**src/rtl/core_mem_bridge.sv**
```systemverilog
`default_nettype none
// ============================================================================
//  Module      : core_mem_bridge
//  Description : Byte-wide core bus to 16-bit req/ack memory bridge with a
//                one-word read buffer. Stalls the core via core_ce until
//                each memory access completes.
//  Revision    : 1.0 - initial release
// ============================================================================
module core_mem_bridge #(
   parameter int BUFFER_EN = 1
) (
   input  logic        clock,
   input  logic        reset,
   input  logic [19:0] core_address,
   input  logic [7:0]  core_out,
   input  logic        core_we,
   output logic [7:0]  core_in,
   output logic        core_ce,
   output logic [18:0] mem_address,
   output logic [15:0] mem_wdata,
   output logic [1:0]  mem_be,
   output logic        mem_we,
   output logic        mem_req,
   input  logic [15:0] mem_rdata,
   input  logic        mem_ack
);

   localparam logic [1:0] ST_IDLE  = 2'd0;
   localparam logic [1:0] ST_READ  = 2'd1;
   localparam logic [1:0] ST_WRITE = 2'd2;

   localparam logic BUF_ON = (BUFFER_EN != 0);

   logic [1:0]  state_q,       state_d;
   logic [7:0]  core_in_q,     core_in_d;
   logic [18:0] mem_address_q, mem_address_d;
   logic [15:0] mem_wdata_q,   mem_wdata_d;
   logic [1:0]  mem_be_q,      mem_be_d;
   logic        mem_we_q,      mem_we_d;
   logic        mem_req_q,     mem_req_d;
   logic [15:0] buf_data_q,    buf_data_d;
   logic [18:0] buf_tag_q,     buf_tag_d;
   logic        buf_valid_q,   buf_valid_d;

   logic        buf_hit;
   logic        tag_match_wr;

   // Buffer lookup for the core's current address and for the pending write
   always_comb begin
      buf_hit      = BUF_ON && buf_valid_q && (buf_tag_q == core_address[19:1]);
      tag_match_wr = buf_valid_q && (buf_tag_q == mem_address_q);
   end

   // State and datapath registers, synchronous reset
   always_ff @(posedge clock) begin
      if (reset) begin
         state_q       <= ST_IDLE;
         core_in_q     <= 8'h00;
         mem_address_q <= '0;
         mem_wdata_q   <= '0;
         mem_be_q      <= 2'b00;
         mem_we_q      <= 1'b0;
         mem_req_q     <= 1'b0;
         buf_data_q    <= '0;
         buf_tag_q     <= '0;
         buf_valid_q   <= 1'b0;
      end else begin
         state_q       <= state_d;
         core_in_q     <= core_in_d;
         mem_address_q <= mem_address_d;
         mem_wdata_q   <= mem_wdata_d;
         mem_be_q      <= mem_be_d;
         mem_we_q      <= mem_we_d;
         mem_req_q     <= mem_req_d;
         buf_data_q    <= buf_data_d;
         buf_tag_q     <= buf_tag_d;
         buf_valid_q   <= buf_valid_d;
      end
   end

   // Next-state: writes and read misses go to memory, hits stay in IDLE
   always_comb begin
      state_d = state_q;
      case (state_q)
         ST_IDLE: begin
            if (core_we)       state_d = ST_WRITE;
            else if (!buf_hit) state_d = ST_READ;
         end
         ST_READ, ST_WRITE: begin
            if (mem_ack) state_d = ST_IDLE;
         end
         default: state_d = ST_IDLE;
      endcase
   end

   // Core enable: only combinational output, depends on state, hit and ack
   always_comb begin
      core_ce = 1'b0;
      case (state_q)
         ST_IDLE:           core_ce = !core_we && buf_hit;
         ST_READ, ST_WRITE: core_ce = mem_ack;
         default:           core_ce = 1'b0;
      endcase
   end

   // Datapath: launch memory requests, capture read data, maintain buffer
   always_comb begin
      core_in_d     = core_in_q;
      mem_address_d = mem_address_q;
      mem_wdata_d   = mem_wdata_q;
      mem_be_d      = mem_be_q;
      mem_we_d      = mem_we_q;
      mem_req_d     = mem_req_q;
      buf_data_d    = buf_data_q;
      buf_tag_d     = buf_tag_q;
      buf_valid_d   = buf_valid_q;
      case (state_q)
         ST_IDLE: begin
            if (core_we) begin
               mem_address_d = core_address[19:1];
               mem_wdata_d   = {core_out, core_out};
               mem_be_d      = core_address[0] ? 2'b10 : 2'b01;
               mem_we_d      = 1'b1;
               mem_req_d     = 1'b1;
            end else if (buf_hit) begin
               core_in_d = core_address[0] ? buf_data_q[15:8] : buf_data_q[7:0];
            end else begin
               mem_address_d = core_address[19:1];
               mem_we_d      = 1'b0;
               mem_be_d      = 2'b11;
               mem_req_d     = 1'b1;
            end
         end
         ST_READ: begin
            if (mem_ack) begin
               core_in_d   = core_address[0] ? mem_rdata[15:8] : mem_rdata[7:0];
               buf_data_d  = mem_rdata;
               buf_tag_d   = mem_address_q;
               buf_valid_d = BUF_ON;
               mem_req_d   = 1'b0;
            end
         end
         ST_WRITE: begin
            if (mem_ack) begin
               mem_req_d = 1'b0;
               mem_we_d  = 1'b0;
               // Write-through keeps the buffered word coherent with memory
               if (tag_match_wr) begin
                  if (mem_be_q[0]) buf_data_d[7:0]  = mem_wdata_q[7:0];
                  if (mem_be_q[1]) buf_data_d[15:8] = mem_wdata_q[15:8];
               end
            end
         end
         default: ;
      endcase
   end

   assign core_in     = core_in_q;
   assign mem_address = mem_address_q;
   assign mem_wdata   = mem_wdata_q;
   assign mem_be      = mem_be_q;
   assign mem_we      = mem_we_q;
   assign mem_req     = mem_req_q;

endmodule
`default_nettype wire
```
**config.mk**
```make
export PLATFORM = sky130hd
export DESIGN_NAME = core_mem_bridge
export DESIGN_NICKNAME = d
export VERILOG_FILES = /design/src/rtl/core_mem_bridge.sv
export SDC_FILE = /design/constraint.sdc
export NUM_CORES = 1
export LEC_CHECK = 0
export CORE_MARGIN = 1
export CORE_UTILIZATION = 50
export DETAILED_ROUTE_END_ITERATION = 6
export PLACE_DENSITY_LB_ADDON = 0.25
export SKIP_LAST_GASP = 1
export SLEW_MARGIN = 20
export SYNTH_ARGS = -nofsm -noshare
export SYNTH_HDL_FRONTEND = slang
export SYNTH_SLANG_ARGS = --single-unit
```
**constraint.sdc**
```tcl
create_clock -name clock -period 4.9 [get_ports clock]
set_clock_uncertainty 0.05 [all_clocks]
set_input_delay 0.98 -clock clock [delete_from_list [all_inputs] [get_ports clock]]
set_output_delay 0.98 -clock clock [all_outputs]
set_load 0.005 [all_outputs]
```
# Yosys cells after proc, flatten, opt, wreduce, memory -nomap -nowiden
# Index checks and enable logic that the tools add are counted.
# totals
inputBits	48
elab_cells	73
register_bits	85
# classes
n_reduce_logical	19
n_mux	29
n_eq_ne	14
# op_table
operator	count
8-bit two-way mux	7
16-bit two-way mux	3
19-bit equality test	2
19-bit two-way mux	2
16-bit case mux with 2 select lines	1
2-bit != test (second input constant)	8
8-bit case mux with 2 select lines	1
2-bit two-way mux	6
5-bit AND reduction	2
2-bit AND reduction	4
2-bit nonzero test	4
1-bit case mux with 2 select lines	3
3-bit AND reduction	2
1-bit two-way mux	5
2-bit case mux with 2 select lines	1
4-bit AND reduction	1
1-bit logical AND	3
3-bit != test (second input constant)	1
2-bit by 1-bit equality test with 1-bit output (second input constant)	1
2-bit equality test (second input constant)	1
2-bit zero test	1
2-bit by 1-bit != test with 1-bit output (second input constant)	1
2-bit OR reduction	1
1-bit zero test	1

# Depth between registers and ports, before layout
# logic_depth
word_depth	5
depth_mapped	9
depth_no_buf	7

# Worst setup path after synthesis
# Ideal clock, no wire load.
# synth_timing
kind	in2out
startpoint	input core_address[14]
endpoint	output core_ce
t_arrival_ns	2.002
path_stages	5
t_required_ns	3.870
path_slack_ns	1.868
cell_sequence	xor2_1 > nor4_2 > nand3_1 > or2_1 > a21oi_1
# synth_via
elab_chain_len	4
# synth_lines
item	line	text
start: declaration	14	input logic [19:0] core_address,
19-bit equality test	50	buf_hit = BUF_ON && buf_valid_q && (buf_tag_q == core_address[19:1]);
1-bit logical AND	50	
1-bit logical AND	100	ST_IDLE: core_ce = !core_we && buf_hit;
1-bit case mux with 2 select lines	99	case (state_q)
end: declaration	18	output logic core_ce,
# No other way between the ends.

# Final worst setup path
# Same ends and word-level chain as after synthesis.

==> metrics <==
final core occ=68.3%; Psw=0.000483 W; Mapped Avg Cell Area=8.87 sq um; Die Area=8040 sq um; Final HPWL DP=6760 um; Ys Warns=0; WP data arrival=3.17 ns; NumNets Final=560; drt first pass iters=5; wire per inst=16.4 um; DRT antenna net count=0; Crit Path Class=primary input to primary output; status=complete, no violations; cell accounting for the most synthesized area=dfxtp_1; clock period minus worst slack=4.20 ns; Antenna Cells=0; clk slew on worst S/H paths=0.08 ns; Max Cap Violations=0; CTS tree=done; ratio of cells with drive above 1 in the final layout=7.02%; P_int=0.00124 W; Final Slew Violations=0; Synth Net Count=485; io pins=96; top cell type's share of synthesized area=40.1%; setup TNS=0 ns; worst skew pair latency=0.35 ns; crit start category=primary input; largest net degree at the start of global routing=51; Clock power frac=33.5%; Synth cell types=36; first-pass GRT wire length=15900 um; slowest stage delay, CP=0.51 ns; Tcrit/Tclk final=85.6%; Max Freq=238 MHz; H-tree depth reported by CTS=3; Crit. End Element=primary output; chip height=89.7 um; worst vdd ir=0.000180 V; total CTS buffers=9; worst-path cell chain=clkdlybuf4s50_1 > xor2_1 > nor4_2 > nand3_1 > or2_1 > a21oi_1 > clkdlybuf4s50_1; CP bufs+invs=2; cell mode on critical path=clkdlybuf4s50_1; via count=3459; count of final hold-check violations=0; Max-Slew Margin vs Limit=30.1%; synthesized cell area=3840 sq um; routability cong.=0.889; Yosys reg bits=77; root buf cell=clkbuf_8; DRC Markers=0; Via-to-Cell Ratio=5.65; CP max FO=3; most frequent cells in the layout=nand2_1, clkdlybuf4s50_1, dfxtp_1; placed cell areas=4760 sq um; port buffer count=95; # resized after CTS=0; Initial Utilization=52.4%; area delta synth->final=30.4%; commonest non-fill, non-tap cell in the layout=nand2_1; DRT iter0 DRCs=182; actual slew at the worst max-slew pin=1.05 ns; Pwr per Cell Area=343 nW/um^2; cts hold-fix bufs=0; clock tree sinks=77; Mapped Cells=433; endpoints failing setup=0; sw frac=28.1%; Hold WC Path Type=flop to flop; CP delay by family, top=buffers and inverters; GRT Total Usage=26.3%; initial antenna violation count=0; Comb power frac=23.8%; grt ovf=0; worst path required time=3.87 ns; core area=7330 sq um; chip width=89.7 um; Post-Route WL=10000 um; Seq/Total Area, Yosys=40.1%; Longest Clk Path Bufs=2; Critical-path top delay cell=clkdlybuf4s50_1; vias in the first global route=3154; Reg power frac=42.7%; RSZ-0062 raised after global routing=no; Design Area, Final=5010 sq um; Post-CTS Setup Repair Bufs=0; row count=31; Synth area leaders=dfxtp_1, nand2_1, xor2_1; leakage=1.96 nW
==> sequential cells by signal (all words and copies together), names as in the netlist <==
| name | count |
|---|---|
| buf_data_q | 16 |
| mem_we | 1 |
| mem_be | 2 |
| mem_address | 19 |
| core_in | 8 |
| buf_valid_q | 1 |
| mem_req | 1 |
| mem_wdata | 8 |
| buf_tag_q | 19 |
| state_q | 2 |
==> path summary, 6_finish.rpt <==
check / start / end / slack, ns / cells past startpoint
hold reg to reg: core_in[3] / core_in[3] / 0.42 / 2
setup / recovery: core_address[14] / core_ce / 0.70 / 7
hold / removal: core_in[3] / core_in[3] / 0.42 / 2
setup reg to reg: state_q[1] / buf_data_q[14] / 1.82 / 6
==> logic make-up (layout without fill, tap and decap cells) <==
group           count (synthesis)  in the layout  synth area share, %
fa+ha+maj                       4              4                 1.30
mux                            36             36                 12.0
flops                          77             77                 40.1
compound gates                 81             81                 14.9
xor+xnor                       38             38                 8.66
buf+inv                        40            120                 5.21
simple gates                  157            157                 17.8
==> stage by stage <==
step / hold slack (ns) / setup slack, ns / power, W / std cells
after global placement: 0.415 / 0.765 / 0.00114 / 596
after CTS: 0.428 / 0.710 / 0.00172 / 612
final: 0.424 / 0.704 / 0.00172 / 612
after floorplan: 0.414 / 1.87 / 0.000973 / 433
after detailed placement: 0.420 / 0.765 / 0.00115 / 596
after global routing: 0.460 / 0.580 / 0.00180 / 612
==> tightest hold or removal path, delay by kind of cell (launching register included) <==
kind | cells | cell delay, ns
DFF | 1 | 0.32
AOI/OAI and AO/OA | 2 | 0.12
==> area by class of cell <==
cell class                 count  area, sq um
clock inverter                 3         65.1
tap                           99          124
timing repair buffer          99          981
inverter                       5         18.8
fill                         557         2320
multi-input combinational    316         2100
clock buffer                  13          179
sequential                    77         1540
==> layer usage <==
layer / part of all wire, % / GRT usage [%] / wire [um] / vias up
met3: 6.3 / 4.66 / 632 / 17
met1: 45 / 36.9 / 4560 / 1656
met4: 2.0 / 10.5 / 199 / 0
li1: - / - / - / 1649
met5: 0 / 0 / 0 / -
met2: 46 / 40.4 / 4640 / 137
==> power groups by stage <==
stage	logic [W]	clock network [W]	registers (W)
finish	0.000409	0.000576	0.000734
global route	0.000444	0.000611	0.000742
CTS	0.000409	0.000577	0.000733
detailed placement	0.000404	0	0.000746
global placement	0.000397	0	0.000743
floorplan	0.000235	0	0.000738
==> Yosys cell counts, drive strengths merged <==
cell     instances
nor2b            1
clkbuf          15
nand3            5
o221a            9
nand2b           4
o31ai            1
nor3             1
xor2            38
nor4            10
or2              1
inv              5
dfxtp           77
a21oi           29
mux4             8
nand2          106
o21a             2
a21o             1
and3             2
o2111ai          8
nor2            23
buf             20
ha               4
and2             3
a211oi          17
or3              1
a32o             2
o21ai           11
a221oi           1
mux2i           28
No activity file was read; power rests on OpenSTA's default activity.
